--- config.mk ---
export PLATFORM = sky130hd
export DESIGN_NAME = psram_lsu
export DESIGN_NICKNAME = d
export VERILOG_FILES = /design/src/rtl/lsu_pkg.sv /design/src/rtl/lsu_extend.sv /design/src/rtl/psram_lsu.sv
export SDC_FILE = /design/constraint.sdc
export NUM_CORES = 1
export LEC_CHECK = 0
export ABC_AREA = 1
export CORE_ASPECT_RATIO = 1.2
export CORE_MARGIN = 4
export CORE_UTILIZATION = 50
export DETAILED_ROUTE_END_ITERATION = 8
export GPL_ROUTABILITY_DRIVEN = 0
export PLACE_DENSITY = 0.89
export RECOVER_POWER = 100
export SETUP_SLACK_MARGIN = 0.1
export SLEW_MARGIN = 10
export SYNTH_ARGS = -nofsm -noshare
export SYNTH_HDL_FRONTEND = slang
export SYNTH_SLANG_ARGS = --single-unit
export TNS_END_PERCENT = 5
--- constraint.sdc ---
create_clock -name clk -period 2.2 [get_ports clk]
set_input_delay 0.66 -clock clk [delete_from_list [all_inputs] [get_ports clk]]
set_output_delay 0.66 -clock clk [all_outputs]
set_load 0.02 [all_outputs]
--- src/rtl/lsu_pkg.sv ---
// Shared types and constants for the psram load/store bridge.
package lsu_pkg;

    localparam int LSU_TIMEOUT_DEFAULT = 1024;
    localparam int PS_ADDR_W           = 22;

    typedef enum logic [1:0] {
        LSU_SIZE_BYTE = 2'd0,
        LSU_SIZE_HALF = 2'd1,
        LSU_SIZE_WORD = 2'd2
    } lsu_size_e;

    typedef enum logic [1:0] {
        LSU_ERR_NONE       = 2'd0,
        LSU_ERR_MISALIGNED = 2'd1,
        LSU_ERR_TIMEOUT    = 2'd2
    } lsu_err_e;

    typedef enum logic [2:0] {
        ST_IDLE     = 3'd0,
        ST_ISSUE_LO = 3'd1,
        ST_WAIT_LO  = 3'd2,
        ST_ISSUE_HI = 3'd3,
        ST_WAIT_HI  = 3'd4,
        ST_DONE     = 3'd5
    } lsu_state_e;

    // Size code 3 is undefined on the core side; it is handled like a word.
    function automatic logic lsu_misaligned(input logic [1:0] size, input logic [1:0] addr_lo);
        logic mis;
        case (size)
            2'd0:    mis = 1'b0;
            2'd1:    mis = addr_lo[0];
            default: mis = |addr_lo;
        endcase
        return mis;
    endfunction

endpackage

--- src/rtl/lsu_extend.sv ---
// Load data lane select and sign/zero extension to 32 bits.
module lsu_extend
    import lsu_pkg::*;
(
    input  logic [1:0]  size,
    input  logic        is_unsigned,
    input  logic        lane_hi,
    input  logic [15:0] data_lo,
    input  logic [15:0] data_hi,
    output logic [31:0] data
);

    logic [7:0] byte_sel;

    assign byte_sel = lane_hi ? data_lo[15:8] : data_lo[7:0];

    // Extend the selected byte/half; a word is the two halves, high at the top.
    always_comb begin
        data = {data_hi, data_lo};
        case (size)
            LSU_SIZE_BYTE: data = {{24{~is_unsigned & byte_sel[7]}}, byte_sel};
            LSU_SIZE_HALF: data = {{16{~is_unsigned & data_lo[15]}}, data_lo};
            default:       data = {data_hi, data_lo};
        endcase
    end

endmodule

--- src/rtl/psram_lsu.sv ---
// Load/store bridge from the core MA stage to the 16-bit psram controller.
//
// state    | meaning
// ---------+-----------------------------------------------------------
// IDLE     | waiting for req_valid; latches the request on acceptance
// ISSUE_LO | waiting for !ps_busy, then strobes the low/only half
// WAIT_LO  | waiting for the low half to complete
// ISSUE_HI | waiting for !ps_busy, then strobes the high half (word only)
// WAIT_HI  | waiting for the high half to complete
// DONE     | one-cycle response pulse
module psram_lsu
    import lsu_pkg::*;
#(
    parameter int   TIMEOUT_CYCLES = LSU_TIMEOUT_DEFAULT,
    parameter logic BANK           = 1'b0
) (
    input  logic                 clk,
    input  logic                 reset_n,
    input  logic                 req_valid,
    input  logic                 req_we,
    input  logic [31:0]          req_addr,
    input  logic [31:0]          req_wdata,
    input  logic [1:0]           req_size,
    input  logic                 req_unsigned,
    output logic                 stall,
    output logic                 rsp_valid,
    output logic [31:0]          rsp_rdata,
    output logic [1:0]           rsp_err,
    output logic                 ps_bank_sel,
    output logic [PS_ADDR_W-1:0] ps_addr,
    output logic                 ps_write_en,
    output logic                 ps_read_en,
    output logic [15:0]          ps_data_in,
    output logic                 ps_write_high_byte,
    output logic                 ps_write_low_byte,
    input  logic                 ps_busy,
    input  logic                 ps_read_avail,
    input  logic [15:0]          ps_data_out
);

    localparam int CW = (TIMEOUT_CYCLES > 2) ? $clog2(TIMEOUT_CYCLES) : 2;

    lsu_state_e          state, state_n;
    logic [CW-1:0]       tmo_cnt;
    logic                r_we, r_unsigned;
    logic [22:0]         r_addr;
    logic [31:0]         r_wdata;
    logic [1:0]          r_size;
    lsu_err_e            r_err;
    logic [15:0]         rd_lo, rd_hi;
    logic                accept, misaligned, issue, cap_lo, cap_hi, timeout;
    logic                tmo_tc, store_ready, half_done, is_word;
    logic [PS_ADDR_W-1:0] issue_addr;
    logic [15:0]         issue_data;
    logic                issue_hi_lane, issue_lo_lane;
    logic [31:0]         ext_data;
    logic                unused_addr;

    assign unused_addr = ^req_addr[31:23];
    assign misaligned  = lsu_misaligned(req_size, req_addr[1:0]);
    assign is_word     = r_size[1];
    assign tmo_tc      = (tmo_cnt == CW'(TIMEOUT_CYCLES - 1));
    // The strobe cycle and the one after it are skipped so a controller that
    // raises busy a cycle late is not mistaken for an already finished write.
    assign store_ready = (tmo_cnt >= CW'(2)) && !ps_busy;
    assign half_done   = r_we ? store_ready : ps_read_avail;

    // State register.
    always_ff @(posedge clk) begin
        if (!reset_n) state <= ST_IDLE;
        else          state <= state_n;
    end

    // Next-state decode, per-state control pulses and stall.
    always_comb begin
        state_n = state;
        accept  = 1'b0;
        issue   = 1'b0;
        cap_lo  = 1'b0;
        cap_hi  = 1'b0;
        timeout = 1'b0;
        stall   = 1'b0;
        case (state)
            ST_IDLE: begin
                stall = req_valid;
                if (req_valid) begin
                    accept  = 1'b1;
                    state_n = misaligned ? ST_DONE : ST_ISSUE_LO;
                end
            end
            ST_ISSUE_LO, ST_ISSUE_HI: begin
                stall = 1'b1;
                if (!ps_busy) begin
                    issue   = 1'b1;
                    state_n = (state == ST_ISSUE_LO) ? ST_WAIT_LO : ST_WAIT_HI;
                end else if (tmo_tc) begin
                    timeout = 1'b1;
                    state_n = ST_DONE;
                end
            end
            ST_WAIT_LO: begin
                stall = 1'b1;
                if (half_done) begin
                    cap_lo  = !r_we;
                    state_n = is_word ? ST_ISSUE_HI : ST_DONE;
                end else if (tmo_tc) begin
                    timeout = 1'b1;
                    state_n = ST_DONE;
                end
            end
            ST_WAIT_HI: begin
                stall = 1'b1;
                if (half_done) begin
                    cap_hi  = !r_we;
                    state_n = ST_DONE;
                end else if (tmo_tc) begin
                    timeout = 1'b1;
                    state_n = ST_DONE;
                end
            end
            ST_DONE: state_n = ST_IDLE;
            default: state_n = ST_IDLE;
        endcase
    end

    // Timeout counter: cycles spent in the current ISSUE/WAIT state.
    always_ff @(posedge clk) begin
        if (!reset_n)              tmo_cnt <= '0;
        else if (state_n != state) tmo_cnt <= '0;
        else if (state inside {ST_ISSUE_LO, ST_WAIT_LO, ST_ISSUE_HI, ST_WAIT_HI})
                                   tmo_cnt <= tmo_cnt + CW'(1);
        else                       tmo_cnt <= '0;
    end

    // Address, data and lane enables for the half being issued.
    always_comb begin
        issue_addr    = r_addr[22:1];
        issue_data    = r_wdata[15:0];
        issue_hi_lane = 1'b1;
        issue_lo_lane = 1'b1;
        if (state == ST_ISSUE_HI) begin
            issue_addr = r_addr[22:1] + 22'd1;
            issue_data = r_wdata[31:16];
        end else if (r_size == LSU_SIZE_BYTE) begin
            issue_data    = {2{r_wdata[7:0]}};
            issue_hi_lane = r_addr[0];
            issue_lo_lane = !r_addr[0];
        end
    end

    // Request latch, registered psram outputs and read-data capture.
    always_ff @(posedge clk) begin
        if (!reset_n) begin
            r_we               <= 1'b0;
            r_unsigned         <= 1'b0;
            r_addr             <= '0;
            r_wdata            <= '0;
            r_size             <= '0;
            r_err              <= LSU_ERR_NONE;
            rd_lo              <= '0;
            rd_hi              <= '0;
            ps_addr            <= '0;
            ps_data_in         <= '0;
            ps_write_en        <= 1'b0;
            ps_read_en         <= 1'b0;
            ps_write_high_byte <= 1'b0;
            ps_write_low_byte  <= 1'b0;
        end else begin
            ps_write_en <= 1'b0;
            ps_read_en  <= 1'b0;
            if (accept) begin
                r_we       <= req_we;
                r_unsigned <= req_unsigned;
                r_addr     <= req_addr[22:0];
                r_wdata    <= req_wdata;
                r_size     <= req_size;
                r_err      <= misaligned ? LSU_ERR_MISALIGNED : LSU_ERR_NONE;
                rd_lo      <= '0;
                rd_hi      <= '0;
            end
            if (issue) begin
                ps_addr            <= issue_addr;
                ps_data_in         <= issue_data;
                ps_write_high_byte <= issue_hi_lane;
                ps_write_low_byte  <= issue_lo_lane;
                ps_write_en        <= r_we;
                ps_read_en         <= !r_we;
            end
            if (cap_lo)  rd_lo <= ps_data_out;
            if (cap_hi)  rd_hi <= ps_data_out;
            if (timeout) r_err <= LSU_ERR_TIMEOUT;
        end
    end

    lsu_extend u_extend (
        .size        (r_size),
        .is_unsigned (r_unsigned),
        .lane_hi     (r_addr[0]),
        .data_lo     (rd_lo),
        .data_hi     (rd_hi),
        .data        (ext_data)
    );

    assign ps_bank_sel = BANK;
    assign rsp_valid   = (state == ST_DONE);
    assign rsp_err     = rsp_valid ? 2'(r_err) : 2'd0;
    assign rsp_rdata   = (rsp_valid && !r_we && r_err == LSU_ERR_NONE) ? ext_data : 32'd0;

endmodule

**Word level (Yosys, flattened, before mapping)**

Cells that the tools add are included.

- Register bits after elaboration: 148
- Bits of input ports: 89
- Output and inout bits: 79
- Word-level logic and storage cells: 95

- Add/sub/neg operators: 2
- Magnitude comparators: 1
- Equality and inequality tests: 9
- Multiplexer cells: 40
- Bitwise operators: 5
- Reductions and logical operators: 21

Operator list:

| kind | number |
|---|---|
| 16-bit 2-to-1 mux | 5 |
| 32-bit one-hot mux with 2 select lines | 1 |
| 32-bit 2-to-1 mux | 1 |
| 3-bit 2-to-1 mux | 8 |
| 22-bit by 1-bit adder with 22-bit output, second input constant | 1 |
| 22-bit 2-to-1 mux | 1 |
| 1-bit 2-to-1 mux | 16 |
| 3-bit one-hot mux with 4 select lines | 1 |
| 10-bit by 1-bit adder with 10-bit output, second input constant | 1 |
| 10-bit equality test, second input constant | 1 |
| 10-bit by 2-bit >= comparator with 1-bit output, second input constant | 1 |
| 8-bit 2-to-1 mux | 1 |
| 2-bit OR reduction | 4 |
| 3-bit by 2-bit equality test with 1-bit output, second input constant | 2 |
| 3-bit equality test, second input constant | 2 |
| 2-bit logical NOT | 3 |
| 2-bit 2-to-1 mux | 3 |
| 1-bit one-hot mux with 2 select lines | 3 |
| 2-bit nonzero test | 3 |
| 2-bit by 1-bit equality test with 1-bit output, second input constant | 2 |
| 4-bit nonzero test | 1 |
| 4-bit OR reduction | 1 |
| 3-bit by 1-bit equality test with 1-bit output, second input constant | 1 |
| 1-bit logical AND | 3 |
| other kinds (7) | 12 |

**Logic depth before layout (Yosys ltp)**

Gate-level depths: netlist (run 1).

- Depth after elaboration: 7
- Mapped depth: 13
- Mapped depth without buffers: 12

**Modules after synthesis**

From an unflattened synthesis (run 1), not the netlist that was laid out.

- Cell total of the unflattened synthesis: 1016
- Area total of the unflattened synthesis: 7118.1 um2

By module, submodules not included:

| module | instances | cells an instance | area each (um2) | seq. area each (um2) |
|---|---|---|---|---|
| psram_lsu | 1 | 936 | 6653.9 | 2962.8 |
| lsu_extend | 1 | 80 | 464.2 | 0.0 |

**Least setup slack after synthesis (run 1)**

No wires, ideal clock.

- Kind: register to output
- Start point: register state[0]
- End point: output port rsp_rdata[0]
- Arrival: 1.723 ns
- Required time: 1.540 ns
- Slack: -0.183 ns
- Stages on the path, launching flop included: 8
- Path buffers: 1
- Path through: dfxtp_1 buf_6 inv_4 nor3_4 inv_2 nor4_4 o21ai_0 a21oi_1

- Cells in the longest elaborated chain, start to end: 4

RTL lines:

| element | line | source |
|---|---|---|
| start, declared | psram_lsu.sv:43 | `lsu_state_e state, state_n;` |
| start signal, assigned | psram_lsu.sv:71 | `else state <= state_n;` |
| 3-bit equality test | psram_lsu.sv:205 | `assign rsp_valid = (state == ST_DONE);` |
| net rsp_valid | psram_lsu.sv:26 | `output logic rsp_valid,` |
| 1-bit logical AND (2 in series) | psram_lsu.sv:207 | `assign rsp_rdata = (rsp_valid && !r_we && r_err == LSU_ERR_NONE) ? ext_data : 32'd0;` |
| 32-bit 2-to-1 mux | psram_lsu.sv:207 |  |
| end, declared | psram_lsu.sv:27 | `output logic [31:0] rsp_rdata,` |

The timed path passes the listed nets, and every way through them passes these cells.

**Worst setup path after layout (run 1)**

- Start point: register r_size[0]
- End point: output port rsp_rdata[25]

- Cells in the longest elaborated chain, start to end: 3
- Elaborated cells on any way between the ends: 4
- Those cells by class: eq/ne: 1; mux: 2; reduce/logical: 1

RTL lines:

| element | line | source |
|---|---|---|
| start, declared | psram_lsu.sv:48 | `logic [1:0] r_size;` |
| start signal, assigned | psram_lsu.sv:176 | `r_size <= req_size;` |
| 2-bit by 1-bit equality test with 1-bit output or 2-bit logical NOT (tied branches) | lsu_extend.sv:20 | `case (size)` |
| 32-bit one-hot mux with 2 select lines * | lsu_extend.sv:20 |  |
| 32-bit 2-to-1 mux * | psram_lsu.sv:207 |  |

Every way passes the cells marked *; elsewhere a longest branch is shown, timed or not.

==> results of run 1 <==
==> per-stage QoR <==
stage          std cells  worst slack [ns]  utilization
6_report            1315            -0.429        0.720
5_1_grt             1315            -0.499        0.720
4_1_cts             1313            -0.430        0.721
3_5_place_dp        1274            -0.556        0.669
3_3_place_gp        1274            -0.494        0.669
2_1_floorplan        950            -0.166            -
==> worst min path at each step <==
stage,endpoint,slack (ns),start
after global placement,tmo_cnt[0]$_SDFF_PP0_,0.43,tmo_cnt[0]$_SDFF_PP0_
after detailed placement,tmo_cnt[0]$_SDFF_PP0_,0.45,tmo_cnt[0]$_SDFF_PP0_
after floorplan,tmo_cnt[0]$_SDFF_PP0_,0.42,tmo_cnt[0]$_SDFF_PP0_
after CTS,tmo_cnt[0]$_SDFF_PP0_,0.46,tmo_cnt[0]$_SDFF_PP0_
after global routing,ps_data_in[14]$_SDFFE_PN0P_,0.49,ps_data_in[14]$_SDFFE_PN0P_
final,tmo_cnt[0]$_SDFF_PP0_,0.45,tmo_cnt[0]$_SDFF_PP0_
==> layer usage <==
metal  global-route usage  routed length [um]
met5                    0                   0
met4                0.134                 808
met3               0.0508                1550
met1                0.300                7990
met2                0.444               10200
==> cells in the mapped netlist (3+ instances only) <==
master    number  share of area
a21oi_1       74          0.054
a21oi_2       12          0.015
a31oi_1       18          0.016
buf_2         13         0.0095
buf_4          6         0.0066
buf_6          3         0.0049
clkbuf_1      31          0.017
dfxtp_1      148           0.43
ha_1           3         0.0055
inv_1         96          0.053
inv_2          6         0.0033
nand2_1      149          0.082
nand2_2        5         0.0046
nand3_1       42          0.031
nand4_1       18          0.016
nor2_1       144          0.079
nor2_2         3         0.0027
nor3_1        11         0.0081
o211ai_1       3         0.0033
o21ai_0       98          0.072
o22ai_1       18          0.016
xnor2_1        7         0.0090
xor2_1        14          0.018
==> worst max-delay path: stages (launching register included) <==
cell and delay [ns]:
dfxtp_2 0.34, nor2_4 0.14, inv_2 0.05, or2_4 0.26
o22ai_4 0.12, nand2_2 0.09, o21ai_4 0.11, nand2_4 0.17
a21oi_2 0.15, buf_6 0.13
==> state kept, by name, indices dropped and copies added, names as in the netlist, 2 cells and up <==
name,cells
ps_addr,22
ps_data_in,16
r_addr,23
r_err,2
r_size,2
r_wdata,32
rd_hi,16
rd_lo,16
state,3
tmo_cnt,10
==> cell type report <==
| class | count | area (um^2) | area share |
|---|---|---|---|
| clock buffers | 18 | 439 | 0.0459 |
| clock inverters | 14 | 209 | 0.0218 |
| inverters | 106 | 405 | 0.0423 |
| multi-input cells | 643 | 3340 | 0.349 |
| flip-flops and latches | 148 | 2970 | 0.310 |
| well taps | 168 | 210 | 0.0219 |
| repair buffers | 218 | 2000 | 0.209 |
==> logic make-up after synthesis <==
logic type	Yosys count	synth area share
AO/OA/AOI/OAI	231	0.189
other	1	0.000549
XOR/XNOR	21	0.0269
adder cells (fa/ha/maj)	3	0.00549
AND/OR/NAND/NOR	386	0.247
flip-flops	148	0.433
buffers and inverters	160	0.0977
==> power by group <==
| part | switching (W) | internal (W) |
|---|---|---|
| combinational | 0.000851 | 0.000591 |
| sequential | 0.000173 | 0.00291 |
| clock | 0.00112 | 0.00203 |
| total | 0.00214 | 0.00554 |
==> repair_timing <==
action	CTS	global route
setup buffers	6	2
pin swaps	8	6
setup endpoints to repair	46	51
resized for setup	206	24
gates cloned	1	0
==> reports/metrics.csv, run 1 <==
metric;value;unit
effective utilization at floorplan;0.514;
Crit. Startpoint;r_size[0]$_SDFFE_PN0P_;
CTS H-tree depth;4;
vias in the first global route;6936;
r2r setup slk;-0.01;ns
Routed WL per cell;15.6;um
Worst Tran Pin Value;0.641;ns
synthesized net count;1042;
area grow syn2layout;40.1;%
worst-case clock buffer depth;2;
Worst setup EP type;primary output;
max-slew violation count;0;
die width;115;um
first-pass GRT wire length;32300;um
# nets final;1226;
Ant. Diodes;0;
Fmax;380;MHz
Final Hold Viols;0;
FFs w/ async S/R, synth;0;
vias;7167;
Slew Limit Headroom;0.573;
ANT nets after route;0;
layout cell share with drive strength beyond 1;0.174;
LEAKAGE;3.97;nW
fin crit period;2.63;ns
FP Rows;46;
Worst EP required;1.54;ns
drt pass-1 iters;8;
crit path DAT;1.97;ns
hold path cells;1;
placed instance area;8890;um^2
Root Driver;clkbuf_16;
Crit Path Class;flop to primary output;
PortBufs;157;
Syn Area/Cell;7.20;um^2
Yosys Warn Count;0;
layout filler cell count;992;
HP Class;flop to flop;
initial antenna violation count;0;
Post-Synthesis Cell Area;6840;um^2
Final period util;1.19;
IO Count;168;
Starting DRT DRC Count;582;
Worst Setup EP;rsp_rdata[25];
die area;15600;um^2
TritonCTS Buffers;17;
largest net degree at the start of global routing;63;
commonest cells after routing, fill and taps aside;148 x nand2_1, 143 x dfxtp_1, 141 x nor2_1;
critical path fanouts, max;8;
Clock Skew;0.00489;ns
DRC;0;
Yosys reg bits;148;
worst-case hold slack;0.453;ns
Post-synth EDFFs;0;
Final Setup Violations;46;
register area share after synthesis;0.433;
RSZ-0062 raised after global routing;yes;
Worst VDD drop;0.443;mV
Mapped Cells;950;
cts hold-fix bufs;0;
CTS tree;built;
chip height;136;um
ys flop type;dfxtp_1;
gr ovfl total;0;
R2R Path End;tmo_cnt[9]$_SDFF_PP0_;
Netlist cell types;45;
pwr dens;802;nW/um^2
via/cell ratio;5.45;
status;complete, but fails checks;
Core Region;13300;um^2
most common cell after layout, fill and taps aside;nand2_1;
Power, Total;0.00768;W
Total Wirelength;20600;um
setup TNS;-13.72;ns
r2r startpoint;state[0]$_SDFF_PN0_;
worst reg-to-reg path cell count;14;
violated checks;negative setup slack;
Max-cap violations;0;
GRT Total Usage;0.257;
Final Cell Area;9580;um^2
Final HPWL DP;14100;um
clock sinks;148;
Critical Path Source Type;flop;
final worst slack;-0.429;ns
Clk Latency, worst-skew pair;0.41;ns
clk slew on worst S/H paths;0.06;ns
Note: power is estimated with default switching activity, not from simulation.
==> run 2, diff against run 1 <==
- REMOVE_ABC_BUFFERS: unset -> 1
==> run 2 against run 1 <==
- the flow still finishes with violations (negative setup slack)
- combinational power about the same
- clock skew up 0.0014 ns
- first-iteration DRC count up 7.4%
- clock power fell by 11%
- sequential cell count stayed put
- register-to-register slack worse by 0.27 ns
- via count is 2.2% higher
- final cell count is 0.46% higher
- critical endpoint is now rsp_rdata[31]
==> reports/metrics.csv, run 2 (synthesized netlist as in run 1, its figures left out) <==
metric;value;unit
instance count on the critical path;9;
Max-cap violations;0;
Crit. Startpoint;r_size[0]$_SDFFE_PN0P_;
chip height;136;um
worst reg-to-reg path cell count;12;
pre-CTS WS;-0.590;ns
r2r setup slk;-0.28;ns
Worst Setup EP;rsp_rdata[31];
vias;7322;
CP max stage cell;dfxtp_2;
ANT nets after route;0;
initial antenna violation count;0;
final worst slack;-0.461;ns
Worst EP required;1.54;ns
Core Region;13300;um^2
gr ovfl total;0;
CP max stage delay;0.33;ns
met2 Track Usage GR;0.472;
r2r startpoint;state[1]$_SDFF_PN0_;
CTS tree;built;
PortBufs;157;
area grow syn2layout;39.3;%
Fmax;376;MHz
vias in the first global route;7157;
drt pass-1 iters;5;
Final Hold Viols;0;
Total Wirelength;21600;um
critical path fanouts, max;8;
IO Count;168;
Starting DRT DRC Count;625;
DRC;0;
clock sinks;148;
Clock Skew;0.00634;ns
via/cell ratio;5.54;
HP Class;flop to flop;
# nets final;1233;
RSZ-0062 raised after global routing;yes;
FP Rows;46;
status;complete, but fails checks;
worst-case clock buffer depth;2;
Final period util;1.21;
most common cell after layout, fill and taps aside;nand2_1;
pwr dens;769;nW/um^2
Worst VDD drop;0.726;mV
Final Cell Area;9520;um^2
layout cell share with drive strength beyond 1;0.169;
LEAKAGE;3.93;nW
GRT Total Usage;0.270;
layout filler cell count;1000;
largest net degree at the start of global routing;55;
Final HPWL DP;14000;um
Worst Tran Pin Value;0.812;ns
worst-case hold slack;0.446;ns
Top Usage Layer GRT;met2;
R2R Path End;rd_lo[8]$_SDFFE_PN0P_;
CP delay by family, top;simple AND/OR/NAND/NOR gates;
TritonCTS Buffers;17;
leading registers by flop count;r_wdata (32), r_addr (23), ps_addr (22);
clk slew on worst S/H paths;0.06;ns
Ant. Diodes;0;
Top reg by flops;r_wdata;
Routed WL per cell;16.3;um
effective utilization at floorplan;0.514;
cts hold-fix bufs;0;
first-pass GRT wire length;33900;um
CTS H-tree depth;4;
Power, Total;0.00732;W
Critical Path Source Type;flop;
commonest cells after routing, fill and taps aside;150 x nand2_1, 145 x dfxtp_1, 142 x nor2_1;
critical-path cell list;nor2_4, inv_2, or2_4, o22ai_4, nand2_2, o21ai_4, nand2_8, a21oi_2, buf_4;
Slew Limit Headroom;0.458;
met1 usage;0.300;
Final Setup Violations;79;
die area;15600;um^2
Crit Path Class;flop to primary output;
CP Buf/Inv Count;2;
Clk Latency, worst-skew pair;0.43;ns
Root Driver;clkbuf_16;
Worst setup EP type;primary output;
max-slew violation count;0;
die width;115;um
final core utilization;0.716;
M3 GR Usage;0.0726;
Largest register FFs;32;
violated checks;negative setup slack;
placed instance area;8830;um^2
fin crit period;2.66;ns
crit path DAT;2.00;ns
==> run 2: changes by cell type in the layout (fill, tap and decap cells not counted), moves of 4 or more <==
cell	delta
a21oi_2	-6
clkbuf_1	+5
buf_6	+4
dlygate4sd3_1	-4
a21oi_1	+5
==> run 2: layer usage <==
metal | vias to the layer above | wire length [um]
li1 | 3494 | -
met1 | 3363 | 7980
met2 | 396 | 10800
met3 | 69 | 1940
met4 | 0 | 845
met5 | - | 0
==> run 2: timing repair <==
item	4_1_cts	5_1_grt
buffers inserted	4	2
gates resized for setup	225	36
pin swaps	7	6
setup endpoints to repair	48	55
cloned	2	0
==> run 2: area by class of cell <==
type	count	area, um^2	area share
clock buffer	22	454	0.0477
clock inverter	9	105	0.0110
inverter	106	408	0.0428
multi-input combinational	643	3340	0.351
sequential	148	2970	0.312
tap	168	210	0.0221
timing repair buffer	225	2040	0.214
==> run 2: power breakdown <==
part / leakage [nW] / switching, W / internal (W)
Sequential: 1.21 / 0.000170 / 0.00291
Combinational: 2.44 / 0.000852 / 0.000583
Clock: 0.274 / 0.00112 / 0.00169
==> run 2: worst min-delay path by stage <==
stage | to | start | cells past startpoint
after detailed placement | tmo_cnt[0]$_SDFF_PP0_ | tmo_cnt[0]$_SDFF_PP0_ | 1
final | tmo_cnt[0]$_SDFF_PP0_ | tmo_cnt[0]$_SDFF_PP0_ | 1
after CTS | tmo_cnt[0]$_SDFF_PP0_ | tmo_cnt[0]$_SDFF_PP0_ | 1
after floorplan | tmo_cnt[0]$_SDFF_PP0_ | tmo_cnt[0]$_SDFF_PP0_ | 1
after global routing | tmo_cnt[0]$_SDFF_PP0_ | tmo_cnt[0]$_SDFF_PP0_ | 1
after global placement | tmo_cnt[0]$_SDFF_PP0_ | tmo_cnt[0]$_SDFF_PP0_ | 1
==> run 2: per-stage QoR <==
step                      setup TNS (ns)  cells
final                             -19.47   1321
after global routing              -39.02   1321
after CTS                         -13.15   1319
after detailed placement          -23.36   1282
after global placement            -21.45   1282
after floorplan                   -21.10    896
==> run 3, diff against run 2 <==
- CORE_UTILIZATION: 50 -> 42
- PLACE_DENSITY: 0.89 -> 0.78
==> run 3 against run 2 <==
- the run still ends with negative setup slack left
- setup slack lost 0.035 ns
- clock skew grew 0.0051 ns
- final area grew 0.49%
- first-iteration DRC count shrank 20%
- sequential share of layout area shrank 0.14 points
- die area grew 18%
- critical path type unchanged
- combinational power is essentially flat
- register-to-register slack gained 0.14 ns
- sequential power is essentially flat
==> reports/metrics.csv, run 3 (synthesized netlist as in run 1, its figures left out) <==
metric;value;unit
most common cell after layout, fill and taps aside;nand2_1;
first-pass GRT wire length;32600;um
CTS tree;built;
clock sinks;148;
# nets final;1231;
Final Hold Viols;0;
Largest register FFs;32;
leading registers by flop count;r_wdata (32), r_addr (23), ps_addr (22);
clk slew on worst S/H paths;0.06;ns
violated checks;negative setup slack;
CP max stage cell;dfxtp_2;
Worst setup EP type;primary output;
RSZ-0062 raised after global routing;yes;
PortBufs;157;
die width;124;um
Top reg by flops;r_wdata;
final core utilization;0.607;
vias;7021;
Clk Latency, worst-skew pair;0.42;ns
IO Count;168;
LEAKAGE;3.97;nW
Slew Limit Headroom;0.354;
Total Wirelength;20600;um
Max-cap violations;0;
Worst Tran Pin Value;0.969;ns
chip height;148;um
Root Driver;clkbuf_16;
layout filler cell count;1447;
met1 usage;0.242;
crit path DAT;2.04;ns
setup TNS;-15.87;ns
worst-case clock buffer depth;2;
critical-path cell list;nor2_4, inv_2, or2_4, o22ai_4, nand2_2, o21ai_4, nand2_4, buf_12, a21oi_4, buf_6;
fin crit period;2.70;ns
Starting DRT DRC Count;497;
via/cell ratio;5.18;
Layout Cells excl Fill;1356;
met2 Track Usage GR;0.387;
HP Class;flop to flop;
Final HPWL DP;13900;um
largest net degree at the start of global routing;87;
initial antenna violation count;1;
commonest cells after routing, fill and taps aside;151 x nand2_1, 144 x dfxtp_1, 142 x nor2_1;
Crit Path Class;flop to primary output;
GRT Total Usage;0.216;
final worst slack;-0.496;ns
pre-CTS WS;-0.589;ns
Core Region;15800;um^2
placed instance area;8900;um^2
area grow syn2layout;39.9;%
ANT nets after route;0;
M3 GR Usage;0.0607;
Worst VDD drop;0.493;mV
FP Rows;50;
Final Cell Area;9570;um^2
Routed WL per cell;15.2;um
CTS H-tree depth;4;
gr ovfl total;0;
Worst EP required;1.54;ns
status;complete, but fails checks;
Ant. Diodes;0;
placed instance count;1322;
drt pass-1 iters;7;
Final Setup Violations;63;
vias in the first global route;6770;
max-slew violation count;0;
die area;18400;um^2
Clock Skew;0.0114;ns
Top Usage Layer GRT;met2;
CP max stage delay;0.33;ns
Fmax;371;MHz
pwr dens;773;nW/um^2
critical path fanouts, max;6;
effective utilization at floorplan;0.434;
DRC;0;
Final period util;1.23;
layout cell share with drive strength beyond 1;0.160;
TritonCTS Buffers;17;
Critical Path Source Type;flop;
run 3: worst max-delay path, delay by kind of cell, from the launching register on:
family	cells	cell delay, ns
simple gates	4	0.56
compound gates	3	0.37
buf+inv	3	0.32
flops	1	0.33
run 3: through the flow:
stage	hold WS [ns]	power, W
final	0.457	0.00739
after global routing	0.479	0.00769
after CTS	0.463	0.00745
after detailed placement	0.451	0.00454
after global placement	0.432	0.00451
after floorplan	0.417	0.00382
run 3: cell type report:
cell class / instances / area, um^2 / share of cell area
inverters: 106 / 404 / 0.0422
well taps: 208 / 260 / 0.0272
clock buffers: 19 / 443 / 0.0463
repair buffers: 223 / 2060 / 0.216
multi-input cells: 643 / 3290 / 0.344
flip-flops and latches: 148 / 2970 / 0.310
clock inverters: 9 / 134 / 0.0140
run 3: worst paths after layout:
kind,startpoint,slack (ns),cells past startpoint,end
max,r_size[1]$_SDFFE_PN0P_,-0.50,10,rsp_rdata[21]
max reg2reg,state[2]$_SDFF_PN0_,-0.14,12,tmo_cnt[3]$_SDFF_PP0_
min,tmo_cnt[0]$_SDFF_PP0_,0.46,1,tmo_cnt[0]$_SDFF_PP0_
min reg2reg,tmo_cnt[0]$_SDFF_PP0_,0.46,1,tmo_cnt[0]$_SDFF_PP0_
run 3: per-layer routing:
metal / wire length (um) / part of all wire
met1: 8460 / 0.41
met2: 10400 / 0.51
met3: 1330 / 0.065
met4: 367 / 0.018
met5: 13 / 0.00063
run 3: timing repair:
| action | 4_1_cts | 5_1_grt |
|---|---|---|
| pin swaps | 3 | 4 |
| gates resized for setup | 197 | 38 |
| buffers inserted | 3 | 2 |
| cloned | 1 | 0 |
| endpoints found under the setup margin | 65 | 79 |
| hold buffers | 0 | 0 |
run 3: where the power goes:
| part | total [W] | switching, W | leakage [nW] | internal [W] |
|---|---|---|---|---|
| registers | 0.00307 | 0.000162 | 1.21 | 0.00291 |
| logic | 0.00142 | 0.000828 | 2.49 | 0.000589 |
| clock network | 0.00290 | 0.00111 | 0.269 | 0.00179 |
| total | 0.00739 | 0.00210 | 3.97 | 0.00529 |
